$ cat src/rtl/pux_arb.sv
// pux_arb: two-client opcode arbiter in front of a single pux_si processing unit.
//
// Purpose:
//   Accepts opcodes from two AXI-stream requesters. The PU is granted
//   round-robin, and the grant is held until the PU returns its status beat.
//   That status is then routed back to the client that owns the transaction.
//   A watchdog synthesises an all-ones status if the PU never answers, so a
//   client is never left hung.
//
// Ports:
//   axis_clk, axis_rstn             clock, asynchronous active-low reset
//   s0_opcode_*, s1_opcode_*        client opcode streams (data/valid/ready)
//   m_opcode_*                      opcode stream to the PU
//   m_status_*                      status stream from the PU
//   s0_status_*, s1_status_*        status streams back to the clients
//   grant_id                        owner of the current or last transaction
//   busy                            high whenever the FSM is not idle
//   timeout_err                     one-cycle pulse when the watchdog fires
module pux_arb #(
  parameter int OPCW  = 8,
  parameter int DATAW = 16,
  parameter int TMO   = 1023,
  parameter int TMOW  = 10
) (
  input  logic             axis_clk,
  input  logic             axis_rstn,
  input  logic [OPCW-1:0]  s0_opcode_data,
  input  logic             s0_opcode_valid,
  output logic             s0_opcode_ready,
  input  logic [OPCW-1:0]  s1_opcode_data,
  input  logic             s1_opcode_valid,
  output logic             s1_opcode_ready,
  output logic [OPCW-1:0]  m_opcode_data,
  output logic             m_opcode_valid,
  input  logic             m_opcode_ready,
  input  logic [DATAW-1:0] m_status_data,
  input  logic             m_status_valid,
  output logic             m_status_ready,
  output logic [DATAW-1:0] s0_status_data,
  output logic             s0_status_valid,
  input  logic             s0_status_ready,
  output logic [DATAW-1:0] s1_status_data,
  output logic             s1_status_valid,
  input  logic             s1_status_ready,
  output logic             grant_id,
  output logic             busy,
  output logic             timeout_err
);

  typedef enum logic [1:0] {
    IDLE  = 2'd0,
    ISSUE = 2'd1,
    WAIT  = 2'd2,
    RESP  = 2'd3
  } state_t;

  // Counter value on the last WAIT cycle before the watchdog fires.
  localparam logic [TMOW-1:0] WDOG_LAST = TMOW'((TMO == 0) ? 0 : (TMO - 1));

  state_t            state_reg, state_next;
  logic [OPCW-1:0]   opcode_reg, opcode_next;
  logic [DATAW-1:0]  status_reg, status_next;
  logic              grant_reg, grant_next;
  logic              last_grant_reg, last_grant_next;
  logic              tmo_reg, tmo_next;
  logic [TMOW-1:0]   wdog_reg, wdog_next;

  logic              any_valid;
  logic              sel_id;
  logic              take;
  logic              owner_ready;
  logic [1:0]        cl_status_valid;
  logic [DATAW-1:0]  cl_status_data [2];

  // Selection is purely combinational. When both clients request, the one
  // that did not win last time is chosen. Ready is gated by reset so that
  // every output is low while the block is held in reset.
  always_comb begin
    any_valid = s0_opcode_valid | s1_opcode_valid;
    sel_id    = (s0_opcode_valid && s1_opcode_valid) ? ~last_grant_reg : s1_opcode_valid;
    take      = (state_reg == IDLE) && any_valid && axis_rstn;
  end

  assign s0_opcode_ready = take & ~sel_id;
  assign s1_opcode_ready = take &  sel_id;

  assign owner_ready = grant_reg ? s1_status_ready : s0_status_ready;

  always_ff @(posedge axis_clk or negedge axis_rstn) begin
    if (!axis_rstn) begin
      state_reg      <= IDLE;
      opcode_reg     <= '0;
      status_reg     <= '0;
      grant_reg      <= 1'b0;
      last_grant_reg <= 1'b1;
      tmo_reg        <= 1'b0;
      wdog_reg       <= '0;
    end else begin
      state_reg      <= state_next;
      opcode_reg     <= opcode_next;
      status_reg     <= status_next;
      grant_reg      <= grant_next;
      last_grant_reg <= last_grant_next;
      tmo_reg        <= tmo_next;
      wdog_reg       <= wdog_next;
    end
  end

  always_comb begin
    state_next      = state_reg;
    opcode_next     = opcode_reg;
    status_next     = status_reg;
    grant_next      = grant_reg;
    last_grant_next = last_grant_reg;
    tmo_next        = 1'b0;
    wdog_next       = wdog_reg;

    case (state_reg)
      IDLE: begin
        if (take) begin
          opcode_next     = sel_id ? s1_opcode_data : s0_opcode_data;
          grant_next      = sel_id;
          last_grant_next = sel_id;
          state_next      = ISSUE;
        end
      end

      ISSUE: begin
        if (m_opcode_ready) begin
          wdog_next  = '0;
          state_next = WAIT;
        end
      end

      WAIT: begin
        // A real status arriving on the expiry cycle takes priority over
        // the synthesised error.
        if (m_status_valid) begin
          status_next = m_status_data;
          state_next  = RESP;
        end else if (TMO != 0) begin
          if (wdog_reg == WDOG_LAST) begin
            status_next = '1;
            tmo_next    = 1'b1;
            state_next  = RESP;
          end else begin
            wdog_next = wdog_reg + TMOW'(1);
          end
        end
      end

      RESP: begin
        if (owner_ready) begin
          state_next = IDLE;
        end
      end

      default: state_next = IDLE;
    endcase
  end

  // Status routing: only the owning client sees valid and data; the other
  // client's data is forced to zero.
  for (genvar gi = 0; gi < 2; gi++) begin : g_route
    assign cl_status_valid[gi] = (state_reg == RESP) && (grant_reg == 1'(gi));
    assign cl_status_data[gi]  = cl_status_valid[gi] ? status_reg : '0;
  end

  assign s0_status_valid = cl_status_valid[0];
  assign s0_status_data  = cl_status_data[0];
  assign s1_status_valid = cl_status_valid[1];
  assign s1_status_data  = cl_status_data[1];

  assign m_opcode_data  = opcode_reg;
  assign m_opcode_valid = (state_reg == ISSUE);
  assign m_status_ready = (state_reg == WAIT);
  assign grant_id       = grant_reg;
  assign busy           = (state_reg != IDLE);
  assign timeout_err    = tmo_reg;

endmodule
$ cat config.mk
export PLATFORM = sky130hd
export DESIGN_NAME = pux_arb
export DESIGN_NICKNAME = d
export VERILOG_FILES = /design/src/rtl/pux_arb.sv
export SDC_FILE = /design/constraint.sdc
export NUM_CORES = 1
export LEC_CHECK = 0
export CAP_MARGIN = 20
export CORE_UTILIZATION = 38
export DETAILED_ROUTE_END_ITERATION = 7
export PLACE_DENSITY = 0.81
export SLEW_MARGIN = 40
export SYNTH_ARGS = -nofsm -noshare
export SYNTH_HDL_FRONTEND = slang
export SYNTH_SLANG_ARGS = --single-unit
export TNS_END_PERCENT = 1
$ cat constraint.sdc
create_clock -name axis_clk -period 1.7 [get_ports axis_clk]
set_input_delay 0.51 -clock axis_clk [delete_from_list [all_inputs] [get_ports axis_clk]]
set_output_delay 0.51 -clock axis_clk [all_outputs]
set_load 0.02 [all_outputs]
==> load_flow_metrics.sql, run 1 <==
INSERT INTO impl_metrics (metric_group, metric, value, unit) VALUES
('synth', 'postSynthCellCount', '199', ''),
('place', 'port_buffers', '88', ''),
('timing', 'layout_worst_path_cycle_share', '1.158', ''),
('power', 'p_sw_frac', '0.3954', ''),
('critical_path', 'critical-path-max-stage-delay', '0.42', 'ns'),
('cts', 'worst_skew_pair.late_latency', '0.30', 'ns'),
('power', 'clockPowerShare', '0.140', ''),
('timing', 'finalHoldViolCount', '0', ''),
('cells_and_area', 'area_growth', '62.87', '%'),
('power', 'power.density_cell_area', '1673', 'nW/um^2'),
('die', 'pin_count', '89', ''),
('cts', 'numClockSinks', '39', ''),
('cells_and_area', 'final_nets', '359', ''),
('critical_path', 'worst_path_most_repeated_cell', 'buf_6', ''),
('die', 'die_h', '76.51', 'um'),
('timing', 'slew_viol_final', '0', ''),
('timing', 'number_of_failing_setup_endpoints_in_the_final_timing_report', '51', ''),
('critical_path', 'cp-start-kind', 'flip-flop', ''),
('route', 'detailedRoute.firstPassIterationCount', '7', ''),
('cells_and_area', 'fill_cells', '416', ''),
('worst_hold_path', 'holdCritPathClass', 'input port to asynchronous set/reset pin', ''),
('synth', 'ys.warnings.count', '0', ''),
('global_routing', 'grt_pass1_vias', '1955', ''),
('cells_and_area', 'drive_gt1_frac', '0.3885', ''),
('global_routing', 'grt_max_degree', '38', ''),
('cts', 'tritoncts_clock_tree', 'yes', ''),
('power', 'fraction_of_power_consumed_by_sequential_logic', '0.281', ''),
('cts', 'cts_max_level', '2', ''),
('route', 'ant_nets', '0', ''),
('die', 'floorplan.die.width', '76.51', 'um'),
('timing', 'timing.fmax', '0.5078', 'GHz'),
('synth', 'synthesis.area', '2110', 'um^2'),
('synth', 'synth-async-reset-ratio', '1.000', ''),
('synth', 'ys_seq_area_frac', '0.4632', ''),
('route', 'detail_route.iter0.violations', '217', ''),
('critical_path', 'regToRegSetupSlack', '-0.25', 'ns'),
('global_routing', 'first_pass_grt_wire_length', '9860', 'um'),
('timing', 'worst_path_setup_slack_after_routing', '-0.2692', 'ns'),
('synth', 'synth_enable_flop_cells', '0', ''),
('outcome', 'outcome', 'finished with violations', ''),
('synth', 'ys_ff_latch', '39', ''),
('power', 'power_frac_comb', '0.580', ''),
('power', 'netSwitchingPower', '2273', 'uW'),
('place', 'hpwlAfterDp', '4225', 'um'),
('cts', 'cts_made_buffers', '5', ''),
('cts', 'max-clock-path-buffers', '2', ''),
('critical_path', 'critPathCaptureType', 'primary output', ''),
('outcome', 'violations', 'negative setup slack', ''),
('route', 'drc', '0', ''),
('critical_path', 'worstPathCellList', 'ha_4 -> nor2b_4 -> buf_6 -> and2_4 -> buf_6', ''),
('critical_path', 'crit_slowest_cell', 'dfrtp_1', ''),
('timing', 'slew_headroom', '0.6946', ''),
('critical_path', 'path_class', 'flip-flop to primary output', ''),
('timing', 'timing.final.crit_period', '1.969', 'ns'),
('cts', 'clock-root-buffer', 'clkbuf_8', ''),
('die', 'initial_core_util', '0.4028', ''),
('route', 'avgRoutedWirePerCell', '16.02', 'um'),
('power', 'ir_worst_vdd', '0.9549', 'mV'),
('global_routing', 'initial_antenna_violation_count', '0', ''),
('global_routing', 'grt.overflow.total', '0', ''),
('route', 'highest_layer', 'met4', ''),
('synth', 'synthDistinctLibCells', '44', ''),
('die', 'design.die.area', '5853', 'um^2'),
('critical_path', 'timing.critical_path.arrival', '1.46', 'ns'),
('power', 'internal-power', '3476', 'uW'),
('synth', 'synth_ff_type', 'dfrtp_1', ''),
('timing', 'fin_skew', '0.006257', 'ns'),
('route', 'routed_wirelength', '6151', 'um'),
('route', 'post_drt_via_cell_ratio', '5.310', ''),
('global_routing', 'grt.total_usage', '0.2156', ''),
('die', 'placement_rows', '26', '');
power groups by stage:
stage | Clock [uW] | Combinational [uW] | Sequential (uW)
global placement | 0 | 3070 | 1570
global route | 856 | 3570 | 1650
detailed placement | 0 | 3120 | 1580
finish | 804 | 3330 | 1610
CTS | 814 | 3230 | 1590
floorplan | 0 | 1630 | 1660
metrics by stage:
stage | cells | cell area, um^2 | setup TNS [ns] | utilization | hold WS (ns)
2_1_floorplan | 199 | 2136 | -1.275 | - | 0.2144
3_3_place_gp | 372 | 3239 | -18.99 | 0.6185 | 0.4619
3_5_place_dp | 372 | 3239 | -20.60 | 0.6185 | 0.4690
4_1_cts | 382 | 3442 | -12.57 | 0.6572 | 0.1507
5_1_grt | 384 | 3436 | -13.73 | 0.6560 | 0.1812
6_report | 384 | 3436 | -9.487 | 0.6560 | 0.1708
cell type report:
type | count | area [um^2] | share of cell area
clock buffers | 6 | 82.58 | 0.02403
well taps | 70 | 87.58 | 0.02549
repair buffers | 118 | 1055 | 0.3070
multi-input cells | 135 | 1146 | 0.3336
flip-flops and latches | 39 | 977.2 | 0.2844
inverters | 14 | 52.55 | 0.01529
clock inverters | 2 | 35.03 | 0.01020
synthesized netlist by cell type, types with 2 or more instances:
cell type  count  share of area
dfrtp_1       38           0.45
and2_1        18          0.053
and3_1        18          0.053
inv_1         14          0.025
o22a_1        13          0.054
clkbuf_1       9          0.016
nand2_1        9          0.016
a222oi_1       8          0.038
a31oi_1        8          0.024
o21ai_0        7          0.017
ha_1           6          0.036
o211ai_1       4          0.014
nand2b_1       3         0.0089
nand3_1        3         0.0071
nand4b_1       3          0.012
nor2_1         3         0.0053
o22a_2         3          0.014
o31ai_1        3          0.011
a21o_1         2         0.0071
nor3_1         2         0.0047
o41ai_1        2         0.0083
metal layers:
layer	track usage	vias up
met5	0	-
met4	0.07885	0
met3	0.04671	10
met2	0.3459	66
met1	0.2851	990
li1	-	973
cells by family after synthesis:
kind of cell,after synthesis,synth area share
multiplexers,2,0.01186
buffers and inverters,25,0.04863
AND/OR/NAND/NOR,69,0.2141
AO/OA/AOI/OAI,58,0.2266
flip-flops,39,0.4632
adder cells (fa/ha/maj),6,0.03559
critical path: cells and delay by family (launching register included):
kind	cells	cell delay, ns
DFF	1	0.42
and+or+nand+nor	2	0.33
buffers and inverters	2	0.25
adders and majority gates	1	0.17
worst paths after layout:
| kind | startpoint | endpoint | depth (start not counted) |
|---|---|---|---|
| worst max register to register | state_reg[0] | wdog_reg[3] | 9 |
| min in group axis_clk | m_opcode_data[7] | m_opcode_data[7] | 2 |
| worst min register to register | m_opcode_data[7] | m_opcode_data[7] | 2 |
| max in group asynchronous | axis_rstn | last_grant_reg | 2 |
| worst max-delay path | state_reg[0] | s0_status_data[4] | 5 |
| worst min-delay path | axis_rstn | m_opcode_data[4] | 2 |
timing repair:
item                                    in CTS  in global routing
resized for setup                          211                 43
hold buffers                                 0                  0
gates cloned                                 1                  0
endpoints found under the setup margin      78                 75
pin swaps                                   17                  6
setup buffers                                1                  2
placed cells by master (no fill, tap or decap), types with 3 or more instances in the layout:
master / count
nand4b_1: 3
a31oi_1: 8
nand2b_1: 3
nand2_1: 9
inv_1: 14
o22a_1: 13
o22a_2: 3
a222oi_1: 8
clkdlybuf4s50_1: 36
clkbuf_2: 3
clkbuf_8: 6
buf_4: 39
buf_2: 7
nand3_1: 3
o211ai_1: 4
buf_6: 21
and2_4: 16
and3_1: 17
o21ai_1: 3
dfrtp_1: 38
o21ai_0: 4
dlygate4sd2_1: 10
Note: power is estimated with default switching activity, not from simulation.
==> inputs of run 2 (changes only) <==
Settings changed: CORE_MARGIN set to 1.5.
==> run 2 against run 1 <==
Effect of this change: the run still ends with negative setup slack left; hold slack gained 0.26 ns; via count grew 1.8%; utilization grew 1.7 points; clock power is essentially flat; final cell count grew 0.26%; count of clock-buffer cells in the layout is the same; clock skew grew 0.0044 ns; global-route usage shrank 1.2 points.
==> load_flow_metrics.sql, run 2 (same netlist as run 1, synthesis figures left out) <==
INSERT INTO impl_metrics (metric_group, metric, value, unit) VALUES
('place', 'routabilityCongestion', '0.8832', ''),
('die', 'die_h', '77.51', 'um'),
('critical_path', 'timing.critical_path.arrival', '1.48', 'ns'),
('power', 'internal-power', '3609', 'uW'),
('cts', 'numClockSinks', '39', ''),
('route', 'highest_layer', 'met4', ''),
('critical_path', 'regToRegEndpoint', 'state_reg[1]', ''),
('outcome', 'violations', 'negative setup slack', ''),
('route', 'met2RoutedLength', '3131', 'um'),
('cells_and_area', 'insertedDiodeCount', '0', ''),
('critical_path', 'critPathCaptureType', 'primary output', ''),
('cells_and_area', 'largest_reg_flops', '16', ''),
('timing', 'slew_headroom', '0.6631', ''),
('route', 'ant_nets', '0', ''),
('timing', 'worst_pin_slew', '0.5054', 'ns'),
('die', 'pin_count', '89', ''),
('timing', 'fin_skew', '0.01062', 'ns'),
('place', 'pre_cts_slack', '-0.8868', 'ns'),
('cells_and_area', 'stdcell_count', '385', ''),
('critical_path', 'crit_path_max_fanout', '5', ''),
('route', 'avgRoutedWirePerCell', '16.26', 'um'),
('die', 'core_region_area', '5238', 'um^2'),
('critical_path', 'worstPathCellList', 'ha_4 -> nor2b_4 -> buf_6 -> and2_4 -> buf_6', ''),
('global_routing', 'grt_pass1_vias', '1892', ''),
('critical_path', 'critical_path.n_buffers_inverters', '2', ''),
('critical_path', 'worst_r2r_startpoint', 'state_reg[0]', ''),
('route', 'post_drt_via_cell_ratio', '5.392', ''),
('timing', 'worst_path_setup_slack_after_routing', '-0.2894', 'ns'),
('cells_and_area', 'commonest_non_fill_non_tap_cells_in_the_layout', 'dfrtp_1 (37), buf_4 (37), clkdlybuf4s50_1 (36)', ''),
('route', 'met1Wirelength', '2686', 'um'),
('die', 'design.die.area', '6007', 'um^2'),
('outcome', 'outcome', 'finished with violations', ''),
('cts', 'cts_max_level', '2', ''),
('route', 'vias', '2076', ''),
('route', 'detail_route.iter0.violations', '160', ''),
('cts', 'cts_made_buffers', '5', ''),
('critical_path', 'critical_path_required', '1.19', 'ns'),
('cts', 'worst_skew_pair.late_latency', '0.29', 'ns'),
('critical_path', 'critPathTopFamily', 'flip-flops', ''),
('timing', 'finalHoldViolCount', '0', ''),
('cells_and_area', 'final_nets', '360', ''),
('cells_and_area', 'area_growth', '67.14', '%'),
('worst_hold_path', 'holdCritPathClass', 'input port to asynchronous set/reset pin', ''),
('route', 'detailedRoute.firstPassIterationCount', '5', ''),
('power', 'netSwitchingPower', '2351', 'uW'),
('power', 'clockPowerShare', '0.135', ''),
('die', 'initial_core_util', '0.4028', ''),
('critical_path', 'path_class', 'flip-flop to primary output', ''),
('route', 'routed_wirelength', '6259', 'um'),
('critical_path', 'critical-path-max-stage-delay', '0.44', 'ns'),
('place', 'cell_area_placed', '3239', 'um^2'),
('critical_path', 'regToRegSetupSlack', '-0.10', 'ns'),
('critical_path', 'crit_start', 'state_reg[0]', ''),
('power', 'ir_worst_vdd', '0.7963', 'mV'),
('die', 'floorplan.die.width', '77.51', 'um'),
('cts', 'tritoncts_clock_tree', 'yes', ''),
('global_routing', 'grt.overflow.total', '0', ''),
('power', 'fraction_of_power_consumed_by_sequential_logic', '0.271', ''),
('run', 'cap_violations', '0', ''),
('critical_path', 'worst_reg2reg_path_depth', '8', ''),
('global_routing', 'grt_max_degree', '40', ''),
('route', 'met3_wirelength', '385', 'um'),
('global_routing', 'initial_antenna_violation_count', '0', ''),
('global_routing', 'first_pass_grt_wire_length', '9625', 'um'),
('die', 'placement_rows', '26', ''),
('place', 'hpwlAfterDp', '4337', 'um'),
('critical_path', 'worstSetupPathDepth', '5', ''),
('cells_and_area', 'drive_gt1_frac', '0.4032', ''),
('power', 'power.density_cell_area', '1690', 'nW/um^2'),
('timing', 'rsz0062_at_grt', 'true', ''),
('timing', 'timing.final.crit_period', '1.989', 'ns'),
('cts', 'clock-root-buffer', 'clkbuf_8', ''),
('cts', 'cts.reportedPaths.clkPinSlew', '0.08', 'ns'),
('critical_path', 'worst_path_most_repeated_cell', 'buf_6', ''),
('global_routing', 'grt.total_usage', '0.2038', ''),
('timing', 'layout_worst_path_cycle_share', '1.170', ''),
('cts', 'max-clock-path-buffers', '2', ''),
('critical_path', 'cp-start-kind', 'flip-flop', ''),
('route', 'drc', '0', ''),
('critical_path', 'crit_slowest_cell', 'dfrtp_1', ''),
('power', 'cellLeakagePower', '0.001676', 'uW'),
('timing', 'timing.fmax', '0.5027', 'GHz'),
('power', 'totalPowerFinal', '5960', 'uW'),
('cells_and_area', 'finalCoreUtilization', '0.6732', ''),
('place', 'post-place-cells', '372', ''),
('place', 'port_buffers', '88', ''),
('cells_and_area', 'design_area', '3526', 'um^2'),
('timing', 'number_of_failing_setup_endpoints_in_the_final_timing_report', '47', ''),
('cells_and_area', 'fill_cells', '402', ''),
('timing', 'slew_viol_final', '0', ''),
('power', 'power_frac_comb', '0.594', ''),
('power', 'p_sw_frac', '0.3945', '');
-- run 2: layout make-up --
type,count,area (um^2),area share
Inverter,14,52.55,0.01490
Clock inverter,2,35.03,0.009936
Timing Repair Buffer,119,1119,0.3172
Sequential cell,39,978.4,0.2775
Tap cell,70,87.58,0.02484
Clock buffer,6,82.58,0.02342
Multi-Input combinational cell,135,1171,0.3321
-- run 2: power groups by stage --
stage               logic (uW)  clock network, uW  registers [uW]
floorplan                 1630                  0            1660
CTS                       3290                823            1580
global route              3790                861            1660
global placement          3060                  0            1560
detailed placement        3120                  0            1590
finish                    3540                803            1610
-- run 2: worst max-delay path by stage --
stage	end	slack [ns]
2_1_floorplan	state_reg[1]	-0.11
5_1_grt	s0_status_data[2]	-0.36
4_1_cts	s1_status_data[2]	-0.29
3_5_place_dp	s1_opcode_ready	-0.89
3_3_place_gp	s1_opcode_ready	-0.84
6_report	s0_status_data[6]	-0.29
-- run 2: stage by stage --
step	hold slack [ns]	TNS [ns]
2_1_floorplan	0.2144	-1.275
3_3_place_gp	0.4783	-19.41
3_5_place_dp	0.4914	-21.57
4_1_cts	0.4357	-11.42
5_1_grt	0.4756	-11.90
6_report	0.4329	-8.679
-- run 2: per-layer routing --
layer | up-vias | global-route usage
met3 | 7 | 0.04824
met5 | - | 0
met4 | 0 | 0.04909
met1 | 1014 | 0.2669
li1 | 982 | -
met2 | 73 | 0.3395
-- run 2: repair_timing --
item / 4_1_cts / 5_1_grt
setup buffers: 2 / 2
hold buffers: 0 / 0
resized for setup: 222 / 57
setup endpoints to repair: 85 / 71
gates cloned: 1 / 0
pin swaps: 17 / 10
-- run 2: worst min-delay path, delay by kind of cell --
family,cells,cell delay [ns]
buffers and inverters,3,0.67
==> inputs of run 3 (changes only) <==
Settings changed: RECOVER_POWER set to 100.
==> run 3 against run 2 <==
Effect of this change: the run still ends with negative setup slack left; sequential share of layout area increased by 0.059 points; sequential power hardly changed; sequential cell count did not move; clock power is essentially flat; critical path type unchanged; critical endpoint unchanged; largest cell class unchanged.
==> load_flow_metrics.sql, run 3 (same netlist as run 1, synthesis figures left out) <==
INSERT INTO impl_metrics (metric_group, metric, value, unit) VALUES
('critical_path', 'path_class', 'flip-flop to primary output', ''),
('global_routing', 'grt.total_usage', '0.2038', ''),
('cts', 'max-clock-path-buffers', '2', ''),
('cells_and_area', 'area_growth', '66.79', '%'),
('global_routing', 'grt.overflow.total', '0', ''),
('route', 'routed_wirelength', '6321', 'um'),
('critical_path', 'critPathCaptureType', 'primary output', ''),
('die', 'die_h', '77.51', 'um'),
('cells_and_area', 'fill_cells', '406', ''),
('cells_and_area', 'most_common_library_cell_in_the_layout_ignoring_fill_and_taps', 'dfrtp_1', ''),
('outcome', 'violations', 'negative setup slack', ''),
('route', 'avgRoutedWirePerCell', '16.42', 'um'),
('critical_path', 'critical_path_required', '1.19', 'ns'),
('die', 'pin_count', '89', ''),
('global_routing', 'first_pass_grt_wire_length', '9625', 'um'),
('timing', 'layout_worst_path_cycle_share', '1.171', ''),
('timing', 'finalHoldViolCount', '0', ''),
('timing', 'worst_path_setup_slack_after_routing', '-0.2904', 'ns'),
('timing', 'fin_skew', '0.01038', 'ns'),
('cells_and_area', 'design_area', '3518', 'um^2'),
('cells_and_area', 'finalCoreUtilization', '0.6718', ''),
('global_routing', 'grt_max_degree', '40', ''),
('cells_and_area', 'largest_reg_flops', '16', ''),
('critical_path', 'cp-start-kind', 'flip-flop', ''),
('cts', 'cts.reportedPaths.clkPinSlew', '0.08', 'ns'),
('route', 'detailedRoute.firstPassIterationCount', '5', ''),
('die', 'floorplan.die.width', '77.51', 'um'),
('critical_path', 'critical-path-max-stage-delay', '0.44', 'ns'),
('route', 'detail_route.iter0.violations', '157', ''),
('timing', 'number_of_failing_setup_endpoints_in_the_final_timing_report', '51', ''),
('die', 'placement_rows', '26', ''),
('route', 'post_drt_via_cell_ratio', '5.426', ''),
('cts', 'numClockSinks', '39', ''),
('cts', 'ctsHoldBuffers', '0', ''),
('route', 'ant_nets', '0', ''),
('cells_and_area', 'insertedDiodeCount', '0', ''),
('outcome', 'outcome', 'finished with violations', ''),
('critical_path', 'crit_path_max_fanout', '5', ''),
('cts', 'clock-root-buffer', 'clkbuf_8', ''),
('power', 'cellLeakagePower', '0.001669', 'uW'),
('die', 'initial_core_util', '0.4028', ''),
('timing', 'worst_pin_slew', '0.9746', 'ns'),
('global_routing', 'initial_antenna_violation_count', '0', ''),
('die', 'design.die.area', '6007', 'um^2'),
('route', 'drc', '0', ''),
('cts', 'worst_skew_pair.late_latency', '0.29', 'ns'),
('place', 'cell_area_placed', '3239', 'um^2'),
('timing', 'timing.fmax', '0.5024', 'GHz'),
('cells_and_area', 'final_nets', '360', ''),
('cts', 'cts_max_level', '2', ''),
('run', 'cap_violations', '0', ''),
('timing', 'slew_headroom', '0.3503', ''),
('cells_and_area', 'drive_gt1_frac', '0.3968', ''),
('cts', 'cts_made_buffers', '5', ''),
('timing', 'timing.final.crit_period', '1.990', 'ns'),
('worst_hold_path', 'holdCritPathClass', 'flip-flop to flip-flop', ''),
('cells_and_area', 'commonest_non_fill_non_tap_cells_in_the_layout', 'dfrtp_1 (37), clkdlybuf4s50_1 (36), buf_4 (34)', ''),
('global_routing', 'grt_pass1_vias', '1892', ''),
('critical_path', 'worst_path_most_repeated_cell', 'buf_6', ''),
('critical_path', 'crit_slowest_cell', 'dfrtp_1', ''),
('place', 'hpwlAfterDp', '4337', 'um'),
('die', 'core_region_area', '5238', 'um^2'),
('cts', 'tritoncts_clock_tree', 'yes', ''),
('place', 'routabilityCongestion', '0.8832', ''),
('place', 'port_buffers', '88', ''),
('timing', 'slew_viol_final', '0', ''),
('timing', 'rsz0062_at_grt', 'true', ''),
('power', 'power.density_cell_area', '1695', 'nW/um^2'),
('critical_path', 'worstPathCellList', 'ha_4 -> nor2b_4 -> buf_6 -> and2_4 -> buf_6', ''),
('critical_path', 'timing.critical_path.arrival', '1.48', 'ns'),
('route', 'vias', '2089', ''),
('power', 'ir_worst_vdd', '0.7969', 'mV');
## run 3: where the power goes
part	switching, uW	leakage (uW)	internal (uW)
Combinational	1730	0.00113	1820
Clock	325	0.0000612	475
Sequential	304	0.000474	1310
Total	2360	0.00167	3600
## run 3: path summary, 6_finish.rpt
kind | from | endpoint | slack [ns] | cells after the start
setup / recovery | state_reg[0] | s0_status_data[6] | -0.29 | 5
hold / removal | m_opcode_data[5] | m_opcode_data[5] | 0.51 | 2
setup reg to reg | state_reg[0] | state_reg[1] | -0.11 | 8
hold reg to reg | m_opcode_data[5] | m_opcode_data[5] | 0.51 | 2
max in group asynchronous | axis_rstn | state_reg[1] | 0.29 | 3
min in group asynchronous | axis_rstn | m_opcode_data[1] | 0.75 | 3
## run 3: cell type report
| cell class | instances | area, um^2 | share of cell area |
|---|---|---|---|
| tap | 70 | 87.58 | 0.02489 |
| inverter | 14 | 52.55 | 0.01494 |
| clock buffer | 6 | 82.58 | 0.02347 |
| timing repair buffer | 119 | 1111 | 0.3158 |
| sequential | 39 | 978.4 | 0.2781 |
| clock inverter | 2 | 35.03 | 0.009957 |
| multi-input combinational | 135 | 1171 | 0.3329 |
## run 3: timing repair
item                                    CTS  global route
setup buffers                             2             2
gates cloned                              1             0
endpoints found under the setup margin   85            71
pin swaps                                17            10
gates resized for setup                 222            57
endpoints found under the hold margin     0             0
## run 3: critical path: cells and delay by family, from the launching register on
family                   cells  cell delay [ns]
flip-flops                   1             0.44
AND/OR/NAND/NOR              2             0.34
adder cells (fa/ha/maj)      1             0.17
buffers and inverters        2             0.25
## run 3: stage by stage
stage                     TNS [ns]  std cells  setup WS (ns)  hold WS, ns  power, uW
final                       -8.786        385        -0.2904       0.5132       5963
after floorplan             -1.275        199        -0.1112       0.2144       3295
after detailed placement    -21.57        372        -0.8868       0.4914       4712
after global routing        -12.78        385        -0.3560       0.5363       6308
after CTS                   -11.42        383        -0.2921       0.4357       5693
after global placement      -19.41        372        -0.8447       0.4783       4623
## run 3: routing by layer
metal | GRT usage | wire length [um]
met5 | 0 | 0
met4 | 0.04909 | 56
met3 | 0.04824 | 379
met2 | 0.3395 | 3113
met1 | 0.2669 | 2772
==> edit 1 (config.mk and constraints of run 2) <==
Remove the register `tmo_reg`: a continuous assignment takes its place, so the output `timeout_err` follows one clock earlier.
--- a/src/rtl/pux_arb.sv
+++ b/src/rtl/pux_arb.sv
@@ -93,7 +93,6 @@
       status_reg     <= '0;
       grant_reg      <= 1'b0;
       last_grant_reg <= 1'b1;
-      tmo_reg        <= 1'b0;
       wdog_reg       <= '0;
     end else begin
       state_reg      <= state_next;
@@ -101,10 +100,11 @@
       status_reg     <= status_next;
       grant_reg      <= grant_next;
       last_grant_reg <= last_grant_next;
-      tmo_reg        <= tmo_next;
       wdog_reg       <= wdog_next;
     end
   end
+
+  assign tmo_reg = tmo_next;
 
   always_comb begin
     state_next      = state_reg;
Formal check against the unedited RTL: same outputs for any inputs over 10 cycles, from zero or initial values and one cycle with axis_rstn low; that may be too few to reach the edited logic, so the function may still have changed.
==> edit 1 against run 2 <==
  * The run still ends with setup timing left
  * Area after synthesis fell by 1.2%
  * Power fell by 6.5%
  * Combinational power fell by 7.3%
  * Sequential share of layout area rose by 0.062 points
  * First-iteration DRC count fell by 33%
  * Die area fell by 1.1%
  * Sequential cell count fell by 1
  * Highest routed layer unchanged
  * Routed wire length fell by 0.56%
  * Setup slack got worse by 0.013 ns
  * Critical path depth did not move
  * Global-route usage rose by 1.6 points
  * Critical endpoint is now s0_status_data[8]
  * Synthesized cell count fell by 0.50%
  * Critical path type unchanged
  * Design area fell by 2.5%
==> edit 1: results (changes against run 2) <==
wire_per_inst_um: 15.8  # -2.6%
cp_slowest_cell: "dfrtp_2"
grt_pass1_vias: 2088  # +10%
grt_pass1_wl_um: 10400  # +7.8%
grt_util_met2: 0.388  # +0.0490
crit_end: "s0_status_data[8]"
clk_share: 0.0317  # -0.00169
synth-compound-area-share: 0.229  # +0.00272
power.leakage_uw: 0.00169  # +0.72%
preCtsSetupSlack_ns: -0.876  # +0.0107 ns
cp_max_fo: 17  # +12
nets: 368  # +2.2%
setup_viol: 51  # +8.5%
track_usage: 0.220  # +0.0158
violations: "setup timing"
final-nonclk-buf-share: 0.319  # +0.00165
num-nonclk-buffers: 128  # +7.6%
worst-r2r-cell-count: 6  # -2
fin_util: 0.660  # -0.0129
worst_slack_ns: -0.302  # -0.0129 ns
place_congestion: 0.890  # +0.80%
syn_nets: 244  # -0.41%
vias_per_cell: 5.30  # -1.8%
met1_length_um: 2590  # -3.5%
syn_area_per_cell_um2: 10.5  # -0.69%
use_met1: 0.270  # +0.00266
power.internal_uw: 3330  # -7.7%
status: "finished with violations"
rrSetupSlack_ns: -0.20  # -0.10 ns
multi_input_area_share: 0.331  # -0.00161
slew_headroom: 0.577  # -0.0861
-- edit 1: cell count changes in the layout (fill, tap and decap cells not counted), sizes merged --
cell	before	now
clkdlybuf4s15	0	1
dlygate4sd2	11	9
dfrtp	38	37
buf	71	81
clkinv	1	2
clkbuf	6	5
-- edit 1: timing repair --
item	4_1_cts	5_1_grt
cloned	0	0
buffers inserted	1	1
gates resized for setup	205	22
hold buffers	0	0
endpoints found under the setup margin	69	58
pin swaps	7	7
-- edit 1: power groups by stage --
stage               logic, uW  clock network, uW  registers [uW]
detailed placement       3350                  0            1540
CTS                      3280                766            1530
global route             3520                801            1590
floorplan                1740                  0            1660
global placement         3270                  0            1520
finish                   3280                750            1540
-- edit 1: metrics by stage --
stage          hold WS (ns)  setup TNS (ns)
2_1_floorplan         0.214         -0.0367
3_3_place_gp          0.479          -21.56
3_5_place_dp          0.485          -22.81
4_1_cts               0.352          -11.12
5_1_grt               0.372          -12.07
6_report              0.331           -9.87
==> edit 2 (flow settings as in run 2) <==
Made on the original files. `DATAW`: 16 -> 8.
--- a/src/rtl/pux_arb.sv
+++ b/src/rtl/pux_arb.sv
@@ -18,7 +18,7 @@
 //   timeout_err                     one-cycle pulse when the watchdog fires
 module pux_arb #(
   parameter int OPCW  = 8,
-  parameter int DATAW = 16,
+  parameter int DATAW = 8,
   parameter int TMO   = 1023,
   parameter int TMOW  = 10
 ) (
Ports: changed (resized m_status_data, s0_status_data and s1_status_data); port bits go from 89 to 65. The function was not compared with the original's and may differ.
==> edit 2 against run 2 <==
  * The run still ends with setup timing left
  * Sequential cell count is 8 lower
  * Critical endpoint is now wdog_reg[4]
  * Hold slack got worse by 0.093 ns
  * Die area decreased by 20%
  * Largest power group unchanged
  * Power down 21%
  * Highest routed layer unchanged
  * Setup slack improved by 0.11 ns
  * Sequential power down 22%
  * Critical path type is now reg -> reg
  * Design area is 20% lower
  * Routed wire length is 18% lower
  * Area after synthesis fell by 21%
==> edit 2: results (changes against run 2) <==
met1_length_um: 2030  # -25%
critPathTopFamily: "simple AND/OR/NAND/NOR gates"
p_seq_uw: 1260  # -22%
slowest_delay_ns: 0.50  # +0.06 ns
worst_slack_ns: -0.181  # +0.108 ns
grt_max_degree: 25  # -38%
layout-drive-gt1-share: 0.374  # -0.0296
track_usage: 0.218  # +0.0145
status: "finished with violations"
power_clock_uw: 758  # -5.6%
worst-r2r-cell-count: 7  # -1
netSwitchingPower_uw: 1850  # -21%
violations: "setup timing"
hpwl_um: 3430  # -21%
syn_area_per_cell_um2: 10.3  # -2.5%
syn_nets: 200  # -18%
vdd_drop_max_uv: 898  # +13%
async_reset_ff_frac: 1.00  # unchanged
placed_cells: 301  # -19%
ys_seq_area_frac: 0.464  # +0.000899
dpl-instance-area_um2: 2590  # -20%
postCtsSetupBuffers: 3  # +1
crit_end: "wdog_reg[4]"
arrival_ns: 2.09  # +0.61 ns
met3_length_um: 330  # -14%
drt_iter0_markers: 162  # +1.3%
io_buffers: 64  # -27%
worst_slew_pin_slew_ns: 0.457  # -0.0483 ns
crit_type: "reg -> reg"
preCtsSetupSlack_ns: -0.885  # +0.00147 ns
cp_slowest_cell: "or4_1"
final.setup_skew_ns: 0.00608  # -0.00454 ns
num_vias: 1721  # -17%
tns_ns: -4.81  # +3.87 ns
place_congestion: 0.777  # -12%
setup_viol: 44  # -6.4%
ys_top_cells_by_count: "dfrtp_1 (30), inv_1 (17), and3_1 (10)"
wire_per_inst_um: 16.3  # +0.14%
cts_resized: 155  # -30%
grt_pass1_wl_um: 8270  # -14%
route.met2.wl_um: 2660  # -15%
cp_max_fo: 6  # +1
power_density_nw_per_um2: 1670  # -1.2%
first_pass_iters: 6  # +1
yosysUniqueCellTypes: 41  # -6.8%
power.leakage_uw: 0.00139  # -17%
fillers: 329  # -18%
nets: 302  # -16%
hp-class: "in -> async"
largest_reg_flops: 10  # -6
yosys-top-cells-area: "dfrtp_1 (45%), a222oi_1 (4.8%), ha_1 (4.5%)"
hold_slack_ns: 0.340  # -0.0928 ns
final_cells: 315  # -18%
==> edit 2: cell count changes after synthesis, moves of 4 or more <==
cell,run 2,this run
and2_1,18,9
and3_1,18,10
dfrtp_1,38,30
o22a_1,13,8
a31oi_1,8,4
==> edit 2: cell type report <==
type	instances	area (um^2)	share of cell area
sequential	31	781	0.277
tap	50	62.6	0.0222
clock inverter	2	35.0	0.0124
clock buffer	6	82.6	0.0293
inverter	17	63.8	0.0226
timing repair buffer	100	857	0.304
multi-input combinational	109	941	0.333
==> edit 2: cell families (layout without fill, tap and decap cells) <==
kind of cell,Yosys count,in the layout,synth area share
mux,3,3,0.0239
flops,31,31,0.464
simple gates,53,54,0.194
fa+ha+maj,6,6,0.0448
buf+inv,23,125,0.0516
compound gates,46,46,0.222
==> edit 2: metal layers <==
| metal | track usage | vias up |
|---|---|---|
| met5 | 0 | - |
| met1 | 0.272 | 822 |
| met3 | 0.0407 | 11 |
| met2 | 0.366 | 79 |
| met4 | 0.0980 | 0 |
| li1 | - | 809 |
